[src/rtl/cpu_reg_wb_scheduler_if.sv]
// Issue, writeback and register-file write bundle for cpu_reg_wb_scheduler.
// master = decode/execute side, slave = scheduler.
interface cpu_reg_wb_scheduler_if #(
   parameter int REG_COUNT = 16,
   parameter int REG_WIDTH = 16
);
   localparam int ADDR_WIDTH = $clog2(REG_COUNT);

   logic                  issue_valid;
   logic                  issue_ready;
   logic [ADDR_WIDTH-1:0] issue_rs1;
   logic [ADDR_WIDTH-1:0] issue_rs2;
   logic                  issue_rs1_en;
   logic                  issue_rs2_en;
   logic [ADDR_WIDTH-1:0] issue_rd;
   logic                  issue_rd_en;

   logic                  alu_wb_valid;
   logic                  lsu_wb_valid;
   logic                  mdu_wb_valid;
   logic                  alu_wb_ready;
   logic                  lsu_wb_ready;
   logic                  mdu_wb_ready;
   logic [ADDR_WIDTH-1:0] alu_wb_rd;
   logic [ADDR_WIDTH-1:0] lsu_wb_rd;
   logic [ADDR_WIDTH-1:0] mdu_wb_rd;
   logic [REG_WIDTH-1:0]  alu_wb_data;
   logic [REG_WIDTH-1:0]  lsu_wb_data;
   logic [REG_WIDTH-1:0]  mdu_wb_data;

   logic [ADDR_WIDTH-1:0] rd1;
   logic [ADDR_WIDTH-1:0] rd2;
   logic                  rd1_write_enable;
   logic                  rd2_write_enable;
   logic [REG_WIDTH-1:0]  rd1_write_data;
   logic [REG_WIDTH-1:0]  rd2_write_data;
   logic [REG_COUNT-1:0]  pending;

   modport master (
      output issue_valid, issue_rs1, issue_rs2, issue_rs1_en,
      output issue_rs2_en, issue_rd, issue_rd_en,
      output alu_wb_valid, lsu_wb_valid, mdu_wb_valid,
      output alu_wb_rd, lsu_wb_rd, mdu_wb_rd,
      output alu_wb_data, lsu_wb_data, mdu_wb_data,
      input  issue_ready, alu_wb_ready, lsu_wb_ready, mdu_wb_ready,
      input  rd1, rd2, rd1_write_enable, rd2_write_enable,
      input  rd1_write_data, rd2_write_data, pending
   );

   modport slave (
      input  issue_valid, issue_rs1, issue_rs2, issue_rs1_en,
      input  issue_rs2_en, issue_rd, issue_rd_en,
      input  alu_wb_valid, lsu_wb_valid, mdu_wb_valid,
      input  alu_wb_rd, lsu_wb_rd, mdu_wb_rd,
      input  alu_wb_data, lsu_wb_data, mdu_wb_data,
      output issue_ready, alu_wb_ready, lsu_wb_ready, mdu_wb_ready,
      output rd1, rd2, rd1_write_enable, rd2_write_enable,
      output rd1_write_data, rd2_write_data, pending
   );
endinterface

[src/rtl/cpu_reg_wb_scheduler.sv]
// Register-file writeback scheduler: scoreboard, hazard stall, 3-to-2 arbiter.
// Optional macro SCOREBOARD_BYPASS_EN lets a committing write clear a hazard early.
module cpu_reg_wb_scheduler #(
   parameter int REG_COUNT = 16,
   parameter int REG_WIDTH = 16
) (
   input logic                   clk,
   input logic                   rst,
   cpu_reg_wb_scheduler_if.slave bus
);
   localparam int ADDR_WIDTH = $clog2(REG_COUNT);

   typedef logic [ADDR_WIDTH-1:0] addr_t;
   typedef logic [REG_WIDTH-1:0]  data_t;

   logic [REG_COUNT-1:0] pending_q, pending_d;
   logic [REG_COUNT-1:0] clr_vec, set_vec, pend_eff;
   logic                 rr_q, rr_d;
   addr_t                rd1_q, rd1_d, rd2_q, rd2_d;
   logic                 we1_q, we1_d, we2_q, we2_d;
   data_t                wd1_q, wd1_d, wd2_q, wd2_d;

   logic  alu_g, lsu_g, mdu_g, f_g, o_g;
   logic  f_v, o_v;
   addr_t f_rd, o_rd;
   data_t f_data, o_data;
   logic  hazard;

   // rr_q = 0 favours LSU, 1 favours MDU
   always_comb begin
      f_v    = rr_q ? bus.mdu_wb_valid : bus.lsu_wb_valid;
      f_rd   = rr_q ? bus.mdu_wb_rd    : bus.lsu_wb_rd;
      f_data = rr_q ? bus.mdu_wb_data  : bus.lsu_wb_data;
      o_v    = rr_q ? bus.lsu_wb_valid : bus.mdu_wb_valid;
      o_rd   = rr_q ? bus.lsu_wb_rd    : bus.mdu_wb_rd;
      o_data = rr_q ? bus.lsu_wb_data  : bus.mdu_wb_data;
   end

   always_comb begin
      alu_g = 1'b0;
      f_g   = 1'b0;
      o_g   = 1'b0;
      rd1_d = '0;
      we1_d = 1'b0;
      wd1_d = '0;
      rd2_d = '0;
      we2_d = 1'b0;
      wd2_d = '0;
      if (!rst) begin
         if (bus.alu_wb_valid) begin
            alu_g = 1'b1;
            rd1_d = bus.alu_wb_rd;
            wd1_d = bus.alu_wb_data;
            if (f_v) begin
               f_g = !(f_rd == bus.alu_wb_rd && f_rd != '0);
               rd2_d = f_rd;
               wd2_d = f_data;
            end else if (o_v) begin
               o_g = !(o_rd == bus.alu_wb_rd && o_rd != '0);
               rd2_d = o_rd;
               wd2_d = o_data;
            end
         end else if (f_v) begin
            f_g   = 1'b1;
            rd1_d = f_rd;
            wd1_d = f_data;
            o_g   = o_v && !(o_rd == f_rd && o_rd != '0);
            rd2_d = o_rd;
            wd2_d = o_data;
         end else if (o_v) begin
            o_g   = 1'b1;
            rd1_d = o_rd;
            wd1_d = o_data;
         end
         we1_d = (alu_g || f_g || o_g) && rd1_d != '0;
         we2_d = alu_g ? ((f_g || o_g) && rd2_d != '0)
                       : (f_g && o_g && rd2_d != '0);
         if (!we1_d) begin
            rd1_d = '0;
            wd1_d = '0;
         end
         if (!we2_d) begin
            rd2_d = '0;
            wd2_d = '0;
         end
      end
   end

   assign lsu_g = rr_q ? o_g : f_g;
   assign mdu_g = rr_q ? f_g : o_g;

   always_comb begin
      rr_d = rr_q;
      if (bus.lsu_wb_valid && bus.mdu_wb_valid && (lsu_g ^ mdu_g))
         rr_d = ~rr_q;
   end

   always_comb begin
      clr_vec = '0;
      if (we1_q) clr_vec[rd1_q] = 1'b1;
      if (we2_q) clr_vec[rd2_q] = 1'b1;
   end

`ifdef SCOREBOARD_BYPASS_EN
   assign pend_eff = pending_q & ~clr_vec;
`else
   assign pend_eff = pending_q;
`endif

   assign hazard = (bus.issue_rs1_en && pend_eff[bus.issue_rs1]) ||
                   (bus.issue_rs2_en && pend_eff[bus.issue_rs2]) ||
                   (bus.issue_rd_en  && pend_eff[bus.issue_rd]);

   always_comb begin
      set_vec = '0;
      if (bus.issue_valid && !hazard && bus.issue_rd_en &&
          bus.issue_rd != '0)
         set_vec[bus.issue_rd] = 1'b1;
      pending_d    = (pending_q & ~clr_vec) | set_vec;
      pending_d[0] = 1'b0;
   end

   always_ff @(posedge clk) begin
      if (rst) begin
         pending_q <= '0;
         rr_q      <= 1'b0;
         rd1_q     <= '0;
         we1_q     <= 1'b0;
         wd1_q     <= '0;
         rd2_q     <= '0;
         we2_q     <= 1'b0;
         wd2_q     <= '0;
      end else begin
         pending_q <= pending_d;
         rr_q      <= rr_d;
         rd1_q     <= rd1_d;
         we1_q     <= we1_d;
         wd1_q     <= wd1_d;
         rd2_q     <= rd2_d;
         we2_q     <= we2_d;
         wd2_q     <= wd2_d;
      end
   end

   assign bus.issue_ready      = !hazard;
   assign bus.alu_wb_ready     = alu_g;
   assign bus.lsu_wb_ready     = lsu_g;
   assign bus.mdu_wb_ready     = mdu_g;
   assign bus.rd1              = rd1_q;
   assign bus.rd2              = rd2_q;
   assign bus.rd1_write_enable = we1_q;
   assign bus.rd2_write_enable = we2_q;
   assign bus.rd1_write_data   = wd1_q;
   assign bus.rd2_write_data   = wd2_q;
   assign bus.pending          = pending_q;
endmodule

[src/flat_wrapper.sv]
// flat-port wrapper written by rule: the top's interface ports become plain ports
module cpu_reg_wb_scheduler_flat 
#(
   parameter int REG_COUNT = 16,
   parameter int REG_WIDTH = 16
)
  (clk, rst, bus_issue_valid, bus_issue_rs1, bus_issue_rs2, bus_issue_rs1_en, bus_issue_rs2_en, bus_issue_rd, bus_issue_rd_en, bus_alu_wb_valid, bus_lsu_wb_valid, bus_mdu_wb_valid, bus_alu_wb_rd, bus_lsu_wb_rd, bus_mdu_wb_rd, bus_alu_wb_data, bus_lsu_wb_data, bus_mdu_wb_data, bus_issue_ready, bus_alu_wb_ready, bus_lsu_wb_ready, bus_mdu_wb_ready, bus_rd1, bus_rd2, bus_rd1_write_enable, bus_rd2_write_enable, bus_rd1_write_data, bus_rd2_write_data, bus_pending);
  cpu_reg_wb_scheduler_if #(.REG_COUNT(REG_COUNT), .REG_WIDTH(REG_WIDTH)) bus_i ();
  input logic clk;
  input logic rst;
  input wire logic [$bits(bus_i.issue_valid)-1:0] bus_issue_valid;
  input wire logic [$bits(bus_i.issue_rs1)-1:0] bus_issue_rs1;
  input wire logic [$bits(bus_i.issue_rs2)-1:0] bus_issue_rs2;
  input wire logic [$bits(bus_i.issue_rs1_en)-1:0] bus_issue_rs1_en;
  input wire logic [$bits(bus_i.issue_rs2_en)-1:0] bus_issue_rs2_en;
  input wire logic [$bits(bus_i.issue_rd)-1:0] bus_issue_rd;
  input wire logic [$bits(bus_i.issue_rd_en)-1:0] bus_issue_rd_en;
  input wire logic [$bits(bus_i.alu_wb_valid)-1:0] bus_alu_wb_valid;
  input wire logic [$bits(bus_i.lsu_wb_valid)-1:0] bus_lsu_wb_valid;
  input wire logic [$bits(bus_i.mdu_wb_valid)-1:0] bus_mdu_wb_valid;
  input wire logic [$bits(bus_i.alu_wb_rd)-1:0] bus_alu_wb_rd;
  input wire logic [$bits(bus_i.lsu_wb_rd)-1:0] bus_lsu_wb_rd;
  input wire logic [$bits(bus_i.mdu_wb_rd)-1:0] bus_mdu_wb_rd;
  input wire logic [$bits(bus_i.alu_wb_data)-1:0] bus_alu_wb_data;
  input wire logic [$bits(bus_i.lsu_wb_data)-1:0] bus_lsu_wb_data;
  input wire logic [$bits(bus_i.mdu_wb_data)-1:0] bus_mdu_wb_data;
  output wire logic [$bits(bus_i.issue_ready)-1:0] bus_issue_ready;
  output wire logic [$bits(bus_i.alu_wb_ready)-1:0] bus_alu_wb_ready;
  output wire logic [$bits(bus_i.lsu_wb_ready)-1:0] bus_lsu_wb_ready;
  output wire logic [$bits(bus_i.mdu_wb_ready)-1:0] bus_mdu_wb_ready;
  output wire logic [$bits(bus_i.rd1)-1:0] bus_rd1;
  output wire logic [$bits(bus_i.rd2)-1:0] bus_rd2;
  output wire logic [$bits(bus_i.rd1_write_enable)-1:0] bus_rd1_write_enable;
  output wire logic [$bits(bus_i.rd2_write_enable)-1:0] bus_rd2_write_enable;
  output wire logic [$bits(bus_i.rd1_write_data)-1:0] bus_rd1_write_data;
  output wire logic [$bits(bus_i.rd2_write_data)-1:0] bus_rd2_write_data;
  output wire logic [$bits(bus_i.pending)-1:0] bus_pending;
  assign bus_i.issue_valid = bus_issue_valid;
  assign bus_i.issue_rs1 = bus_issue_rs1;
  assign bus_i.issue_rs2 = bus_issue_rs2;
  assign bus_i.issue_rs1_en = bus_issue_rs1_en;
  assign bus_i.issue_rs2_en = bus_issue_rs2_en;
  assign bus_i.issue_rd = bus_issue_rd;
  assign bus_i.issue_rd_en = bus_issue_rd_en;
  assign bus_i.alu_wb_valid = bus_alu_wb_valid;
  assign bus_i.lsu_wb_valid = bus_lsu_wb_valid;
  assign bus_i.mdu_wb_valid = bus_mdu_wb_valid;
  assign bus_i.alu_wb_rd = bus_alu_wb_rd;
  assign bus_i.lsu_wb_rd = bus_lsu_wb_rd;
  assign bus_i.mdu_wb_rd = bus_mdu_wb_rd;
  assign bus_i.alu_wb_data = bus_alu_wb_data;
  assign bus_i.lsu_wb_data = bus_lsu_wb_data;
  assign bus_i.mdu_wb_data = bus_mdu_wb_data;
  assign bus_issue_ready = bus_i.issue_ready;
  assign bus_alu_wb_ready = bus_i.alu_wb_ready;
  assign bus_lsu_wb_ready = bus_i.lsu_wb_ready;
  assign bus_mdu_wb_ready = bus_i.mdu_wb_ready;
  assign bus_rd1 = bus_i.rd1;
  assign bus_rd2 = bus_i.rd2;
  assign bus_rd1_write_enable = bus_i.rd1_write_enable;
  assign bus_rd2_write_enable = bus_i.rd2_write_enable;
  assign bus_rd1_write_data = bus_i.rd1_write_data;
  assign bus_rd2_write_data = bus_i.rd2_write_data;
  assign bus_pending = bus_i.pending;
  cpu_reg_wb_scheduler #(.REG_COUNT(REG_COUNT), .REG_WIDTH(REG_WIDTH)) u_core (.clk(clk), .rst(rst), .bus(bus_i));
endmodule
[config.mk]
export PLATFORM = sky130hd
export DESIGN_NAME = cpu_reg_wb_scheduler_flat
export DESIGN_NICKNAME = d
export VERILOG_FILES = /design/src/rtl/cpu_reg_wb_scheduler_if.sv /design/src/rtl/cpu_reg_wb_scheduler.sv /design/src/flat_wrapper.sv
export SDC_FILE = /design/constraint.sdc
export NUM_CORES = 1
export LEC_CHECK = 0
export BUFFER_PORTS_ARGS = -buffer_cell sky130_fd_sc_hd__buf_2
export CAP_MARGIN = 25
export CORE_MARGIN = 1
export CORE_UTILIZATION = 56
export DETAILED_ROUTE_END_ITERATION = 8
export PLACE_DENSITY = 0.87
export SYNTH_ARGS = -nofsm -noshare
export SYNTH_HDL_FRONTEND = slang
export SYNTH_SLANG_ARGS = --single-unit
[constraint.sdc]
create_clock -name clk -period 5.2 [get_ports clk]
set_clock_uncertainty 0.05 [all_clocks]
set_input_delay 1.04 -clock clk [delete_from_list [all_inputs] [get_ports clk]]
set_output_delay 1.04 -clock clk [all_outputs]
set_load 0.1 [all_outputs]
## After elaboration in Yosys (flattened, before gate mapping)

Cells that the tools add are included.

| storage, ports and cells | value |
|---|---|
| input port bits | 81 |
| latch bits | 0 |
| memories | 0 |
| logic and storage cells | 114 |
| memory bits (writable) | 0 |
| bits in read-only memories | 0 |
| register bits after elaboration | 59 |
| output and inout port bits | 62 |

| cells by class | value |
|---|---|
| $mul | 0 |
| bitwise gates (word level) | 8 |
| $add $sub $neg | 0 |
| equality and inequality tests | 3 |
| div/mod/pow operators | 0 |
| reductions and logical operators | 35 |
| shifts and indexed selects | 0 |
| order comparisons | 8 |
| muxes and demuxes | 51 |

Operator list:

| kind | count |
|---|---|
| 2-to-1 mux 16 bit | 10 |
| 2-to-1 mux 4 bit | 9 |
| OR 16 bit | 2 |
| 2-to-1 mux 1 bit | 26 |
| less-than comparator 4 x 5 -> 1 bit, second input constant | 5 |
| nonzero test 4 bit | 5 |
| logical AND 1 bit | 19 |
| AND 16 bit | 1 |
| NOT 16 bit | 1 |
| binary-select mux 1 bit (select 4 bit) | 3 |
| demux 1 bit (select 4 bit) | 3 |
| equality test 4 bit | 3 |
| greater-or-equal comparator 4 x 1 -> 1 bit, second input constant | 3 |
| logical OR 1 bit | 5 |
| zero test 1 bit | 4 |
| OR reduction 2 bit | 2 |
| NOT 1 bit | 3 |
| XOR 1 bit | 1 |

## Logic depth before layout (Yosys ltp)

Gate-level depths: netlist (run 1).

| depth | value |
|---|---|
| depth in word-level cells | 13 |
| mapped depth | 10 |
| gate-level depth less buffers | 6 |

## Least setup slack after synthesis (run 1)

Ideal clock, no wire load.

| path | value |
|---|---|
| kind | input-to-output |
| from | input port bus_issue_rd[0] |
| to | output port bus_issue_ready |
| required time | 4.110 ns |
| setup slack | 0.319 ns |
| path buffers | 2 |
| arrival | 3.791 ns |
| stages on the path | 6 |
| cells stage by stage | buf_6 -> mux4_1 -> mux4_2 -> a22o_4 -> buf_6 -> nor2_1 |

| on the way | value |
|---|---|
| longest elaborated chain between the ends | 5 |

Ends and longest elaborated chain:

| item | RTL line | source |
|---|---|---|
| start, declared | flat_wrapper.sv:16 | `input wire logic [$bits(bus_i.issue_rd)-1:0] bus_issue_rd;` |
| binary-select mux 1 bit (select 4 bit) | cpu_reg_wb_scheduler.sv:112 | `(bus.issue_rd_en && pend_eff[bus.issue_rd]);` |
| 2-to-1 mux 1 bit (implied by the code) | cpu_reg_wb_scheduler.sv:112 |  |
| logical AND 1 bit | cpu_reg_wb_scheduler.sv:112 |  |
| logical OR 1 bit | cpu_reg_wb_scheduler.sv:111 | `(bus.issue_rs2_en && pend_eff[bus.issue_rs2]) \|\|` |
| zero test 1 bit | cpu_reg_wb_scheduler.sv:145 | `assign bus.issue_ready = !hazard;` |
| end, declared | flat_wrapper.sv:27 | `output wire logic [$bits(bus_i.issue_ready)-1:0] bus_issue_ready;` |

No other way between the ends. The select of a mux whose other input is x is not followed.

## Final worst setup path (run 1)

Same ends and word-level chain as after synthesis.

==> impl_metrics.toml, run 1 <==
[global_routing]
track_usage_pct = 30.7
antenna_found_initial = 0
grt_pass1_vias = 4144
grt-ovfl-total = 0
grt_first_pass_wirelength_um = 20300
grt_max_degree = 61

[synthesis]
synth-async-reset-ratio_pct = 0
yosysUniqueCellTypes = 54
synth_fp_nets = 589
synth_area_um2 = 4390
syn_area_per_cell_um2 = 8.65
synthCells = 508
synthFlopType = "dfxtp_1"
synth_edf_count = 0
ys_seq_area_share_pct = 26.4
synth-seq-cells = 58
yosys_warnings = 0

[power]
sw_frac_of_total_pct = 39.6
p_per_area_nw_per_um2 = 277
p_int_w = 0.000877
p_clk_share_pct = 32.6
power_w = 0.00145
p_seq_share_pct = 33.3
ir_worst_vdd_uv = 229
p_switching_w = 0.000574
leakagePower_nw = 2.29
combPwrFrac_pct = 34.1

[clock_network]
cts_tree = "built"
cts_sinks = 58
clkSlewWorstSetupHoldPaths_ps = 70
postCtsSetupRepairBufs = 0
cts_resized = 0
htree_levels = 3
cts_buffer_depth = 2
cts_hold_buffers = 0
cts_made_buffers = 9
cts-root-buf = "clkbuf_8"
worstSkewPairLatency_ps = 340

[finish]
layout_commonest_cell = "buf_2"
multiInputGateArea_um2 = 2960
syn2layout_area_growth_pct = 19.2
nNetsFinal = 694
n_antenna_cell = 0
num-fill-cells = 584
ff_latch_area_um2 = 1160
utilization_pct = 70.7
fin_cells = 717
drive_gt1_share_pct = 33.7
most-common-layout-cells = "buf_2 (141), dfxtp_1 (57), nand2_1 (47), a22oi_1 (37)"

[worst_setup_path]
end_kind = "output port"
path_class = "in -> out"
crit_slowest_cell = "mux4_1"
worst-r2r-setup-slack_ps = 2470
path_cells = "buf_2 -> mux4_1 -> mux4_2 -> a22o_4 -> nor2_1 -> buf_2"
start_kind = "input port"
cp-startpoint = "bus_issue_rd[0]"
cp_common_cell = "buf_2"
critical_path.max_stage_delay_ps = 620
cp.required_ps = 4110
r2r_start = "u_core.rr_q"
cp.arrival_ps = 3310
crit_fanout = 16

[floorplanning]
start_util_pct = 59.3
die-area_um2 = 8200
die_h_um = 90.6
core_area_um2 = 7410
io_pins = 143
fp.dieW_um = 90.6
std_cell_rows = 31

[sta]
hold_viol = 0
report.final.setup_viol = 0
rsz0062_at_grt = "false"
tightestPinTransition_ps = 807
tns_ps = 0
fin_ws_ps = 798
final_max_slew_viol_count = 0
min_period_ps = 4400
fin_crit_sh_pct = 84.7
maxSlewHeadroom_pct = 46.1
timing.fmax_mhz = 227

[detailed_routing]
postRouteWirelength_um = 12800
vias_per_cell = 6.38
drt_first_pass_iters = 5
vias = 4572
first_iter_violations = 295
wl_per_cell_um = 17.8
drtAntennaViolNets = 0
drc_errors = 0

[worst_hold_path]
min_path_type = "reg -> reg"
hold_start = "u_core.bus.pending[1]"

[place]
place_ws_ps = 835
placed_cells = 700
gp_congestion = 0.933
dpl.hpwl_um = 9130
io_buffers = 141

[flow_run]
timing.max_cap.violations = 0

[run_status]
status = "finished clean"
==> cell usage after synthesis (all sizes together) (3+ instances only) <==
cell	number	area (um2)
and2	19	119
buf	24	156
a22o	21	193
o21ai	36	180
nand3b	6	45.0
nor3	6	30.0
a22oi	37	278
nor2	36	135
nor2b	7	43.8
mux2i	29	290
dfxtp	58	1160
clkbuf	28	105
or3	3	23.8
a32oi	4	35.0
o31ai	17	173
a21oi	8	40.0
xor2	11	96.3
mux2	24	270
o22a	8	70.1
nand2b	4	25.0
o2bb2ai	4	35.0
nand4	9	56.3
mux4	12	304
o2111ai	4	35.0
nand2	47	176
nand3	18	90.1
==> power groups by stage <==
stage	logic (W)	registers [W]	clock network (W)
floorplan	0.000219	0.000659	0
global placement	0.000467	0.000501	0
detailed placement	0.000477	0.000502	0
CTS	0.000479	0.000492	0.000478
global route	0.000522	0.000486	0.000499
finish	0.000495	0.000483	0.000473
==> per-stage QoR <==
| step | hold WS, ps | instance area (um2) |
|---|---|---|
| 2_1_floorplan | 876 | 4390 |
| 3_3_place_gp | 495 | 4990 |
| 3_5_place_dp | 501 | 4990 |
| 4_1_cts | 512 | 5220 |
| 5_1_grt | 538 | 5240 |
| 6_report | 519 | 5240 |
==> logic make-up after synthesis <==
logic type	Yosys count	synth area share, %
flops	58	26.4
simple gates	168	19.1
other cells	1	0.0853
xor+xnor	11	2.19
buf+inv	54	6.12
mux	65	19.7
compound gates	151	26.4
==> critical path: cells and delay by family <==
family | cells | cell delay (ps)
buf+inv | 2 | 700
compound gates | 1 | 330
simple gates | 1 | 110
mux | 2 | 1120
==> flip-flops by register name, indices dropped and copies added (netlist names) <==
name,flops
u_core.bus.rd1_write_data,16
u_core.bus.rd2_write_data,16
u_core.bus.pending,15
u_core.bus.rd1,4
u_core.bus.rd2,4
u_core.bus.rd1_write_enable,1
u_core.bus.rd2_write_enable,1
u_core.rr_q,1
==> area by class of cell <==
cell class / instances / area share, %
multi-input cells: 396 / 56.6
clock buffers: 9 / 2.36
clock inverters: 7 / 1.93
inverters: 2 / 0.143
flip-flops and latches: 58 / 22.2
well taps: 99 / 2.36
repair buffers: 146 / 14.4
==> final timing paths <==
check | end | cells past startpoint
max reg2reg | u_core.bus.rd2_write_data[6] | 7
max | bus_issue_ready | 6
min | u_core.bus.pending[1] | 2
min reg2reg | u_core.bus.pending[1] | 2
==> layer usage <==
metal / vias to the layer above / global-route usage [%] / wire length [um]
li1: 2134 / - / -
met1: 2166 / 37.2 / 5010
met2: 236 / 53.5 / 6280
met3: 36 / 5.47 / 1060
met4: 0 / 12.8 / 410
met5: - / 0 / 0
No activity file was read; power rests on OpenSTA's default activity.
==> inputs of run 2 (changes only) <==
- CORE_UTILIZATION: 56 -> 47
- PLACE_DENSITY: 0.87 -> 0.78
- clock period: 5.2 -> 4 ns (I/O delays scaled with it)
==> run 2 against run 1 <==
Against the previous run:
- via count fell by 2.3%
- utilization fell by 11 points
- register-to-register slack got worse by 1500 ps
- final area rose by 0.81%
- power rose by 27%
- first-iteration DRC count fell by 32%
- critical path depth did not move
- sequential power rose by 31%
- die area rose by 19%
- clock-buffer cell count rose by 4
- flip-flop and latch count did not move
- sequential share of layout area fell by 0.18 points
- largest cell class unchanged
- largest power group unchanged
- highest routed layer unchanged
==> impl_metrics.toml, run 2 (same netlist as run 1, synthesis figures left out) <==
[clock_network]
cts_hold_buffers = 0
cts_tree = "built"
clkSlewWorstSetupHoldPaths_ps = 60
cts_made_buffers = 9
postCtsSetupRepairBufs = 0
cts_resized = 0
htree_levels = 3
cts_sinks = 58
worstSkewPairLatency_ps = 330
cts_buffer_depth = 2
cts-root-buf = "clkbuf_8"

[global_routing]
antenna_found_initial = 0
grtUsageMet3_pct = 5.04
grt_max_degree = 40
grt_first_pass_wirelength_um = 20400
grt-ovfl-total = 0
grt-busiest-layer = "met2"
grt_pass1_vias = 4129
track_usage_pct = 26.4
grt_util_met1_pct = 33.1
globalRouteMet2Util_pct = 45.4

[worst_setup_path]
path_class = "in -> out"
start_kind = "input port"
end_kind = "output port"
cp.arrival_ps = 2840
cp.required_ps = 3150
crit_fanout = 16

[floorplanning]
fp.dieW_um = 98.7
io_pins = 143
start_util_pct = 49.4
die-area_um2 = 9740
std_cell_rows = 34
die_h_um = 98.7
core_area_um2 = 8890

[sta]
timing.fmax_mhz = 271
tightestPinTransition_ps = 869
maxSlewHeadroom_pct = 41.9
min_period_ps = 3690
final_max_slew_viol_count = 0
hold_viol = 0
fin_ws_ps = 314
report.final.setup_viol = 0
tns_ps = 0
rsz0062_at_grt = "false"
fin_crit_sh_pct = 92.1

[finish]
drive_gt1_share_pct = 34.6
fin_cells = 730
n_antenna_cell = 0
syn2layout_area_growth_pct = 20.2
nNetsFinal = 699
design_area_um2 = 5280
num-fill-cells = 812
layout_commonest_cell = "buf_2"
most-common-layout-cells = "buf_2 (140), dfxtp_1 (57), nand2_1 (47), a22oi_1 (37), o21ai_0 (36)"

[power]
leakagePower_nw = 2.32
p_per_area_nw_per_um2 = 349
ir_worst_vdd_uv = 223

[detailed_routing]
vias_per_cell = 6.12
drtAntennaViolNets = 0
postRouteWirelength_um = 13100
wl_per_cell_um = 17.9
drc_errors = 0
drt_first_pass_iters = 5
first_iter_violations = 200
vias = 4468

[place]
gp_congestion = 0.867
placed_cells = 715
dpl.hpwl_um = 9520
place_ws_ps = 346
place_area_um2 = 5080
io_buffers = 141

[flow_run]
timing.max_cap.violations = 0

[run_status]
status = "finished clean"

[worst_hold_path]
min_path_type = "reg -> reg"
[run 2: power by group]
group	internal, W	switching [W]
registers	0.000609	0.0000254
clock network	0.000335	0.000232
logic	0.000180	0.000464
[run 2: through the flow]
step                power [W]  hold WS (ps)  util (%)
CTS                   0.00184           521      59.4
global route          0.00191           553      59.4
global placement      0.00127           506      57.1
floorplan             0.00114           819         -
finish                0.00184           526      59.4
detailed placement    0.00128           508      57.1
[run 2: layout make-up]
cell class	count	area, um2	area share [%]
clock buffers	13	169	3.20
inverters	2	7.51	0.142
repair buffers	151	796	15.1
multi-input cells	396	2980	56.4
clock inverters	2	35.0	0.663
flip-flops and latches	58	1160	22.0
well taps	108	135	2.56
[run 2: worst max-delay path, stage by stage]
cell    delay (ps)
buf_2          230
mux4_1         600
mux4_2         470
a22o_4         330
nor2_2         190
buf_12         200
[run 2: final timing paths]
kind,start,to,slack [ps],cells after the start
setup / recovery,bus_issue_rd[0],bus_issue_ready,310,6
hold / removal,u_core.bus.pending[5],u_core.bus.pending[5],530,2
setup reg to reg,u_core.rr_q,u_core.bus.rd1_write_data[14],960,7
hold reg to reg,u_core.bus.pending[5],u_core.bus.pending[5],530,2
[run 2: layer usage]
metal	part of all wire, %	vias to the layer above	routed length, um
li1	-	2140	-
met4	1.9	0	246
met2	49	197	6440
met1	42	2111	5490
met5	0	-	0
met3	7.1	20	927
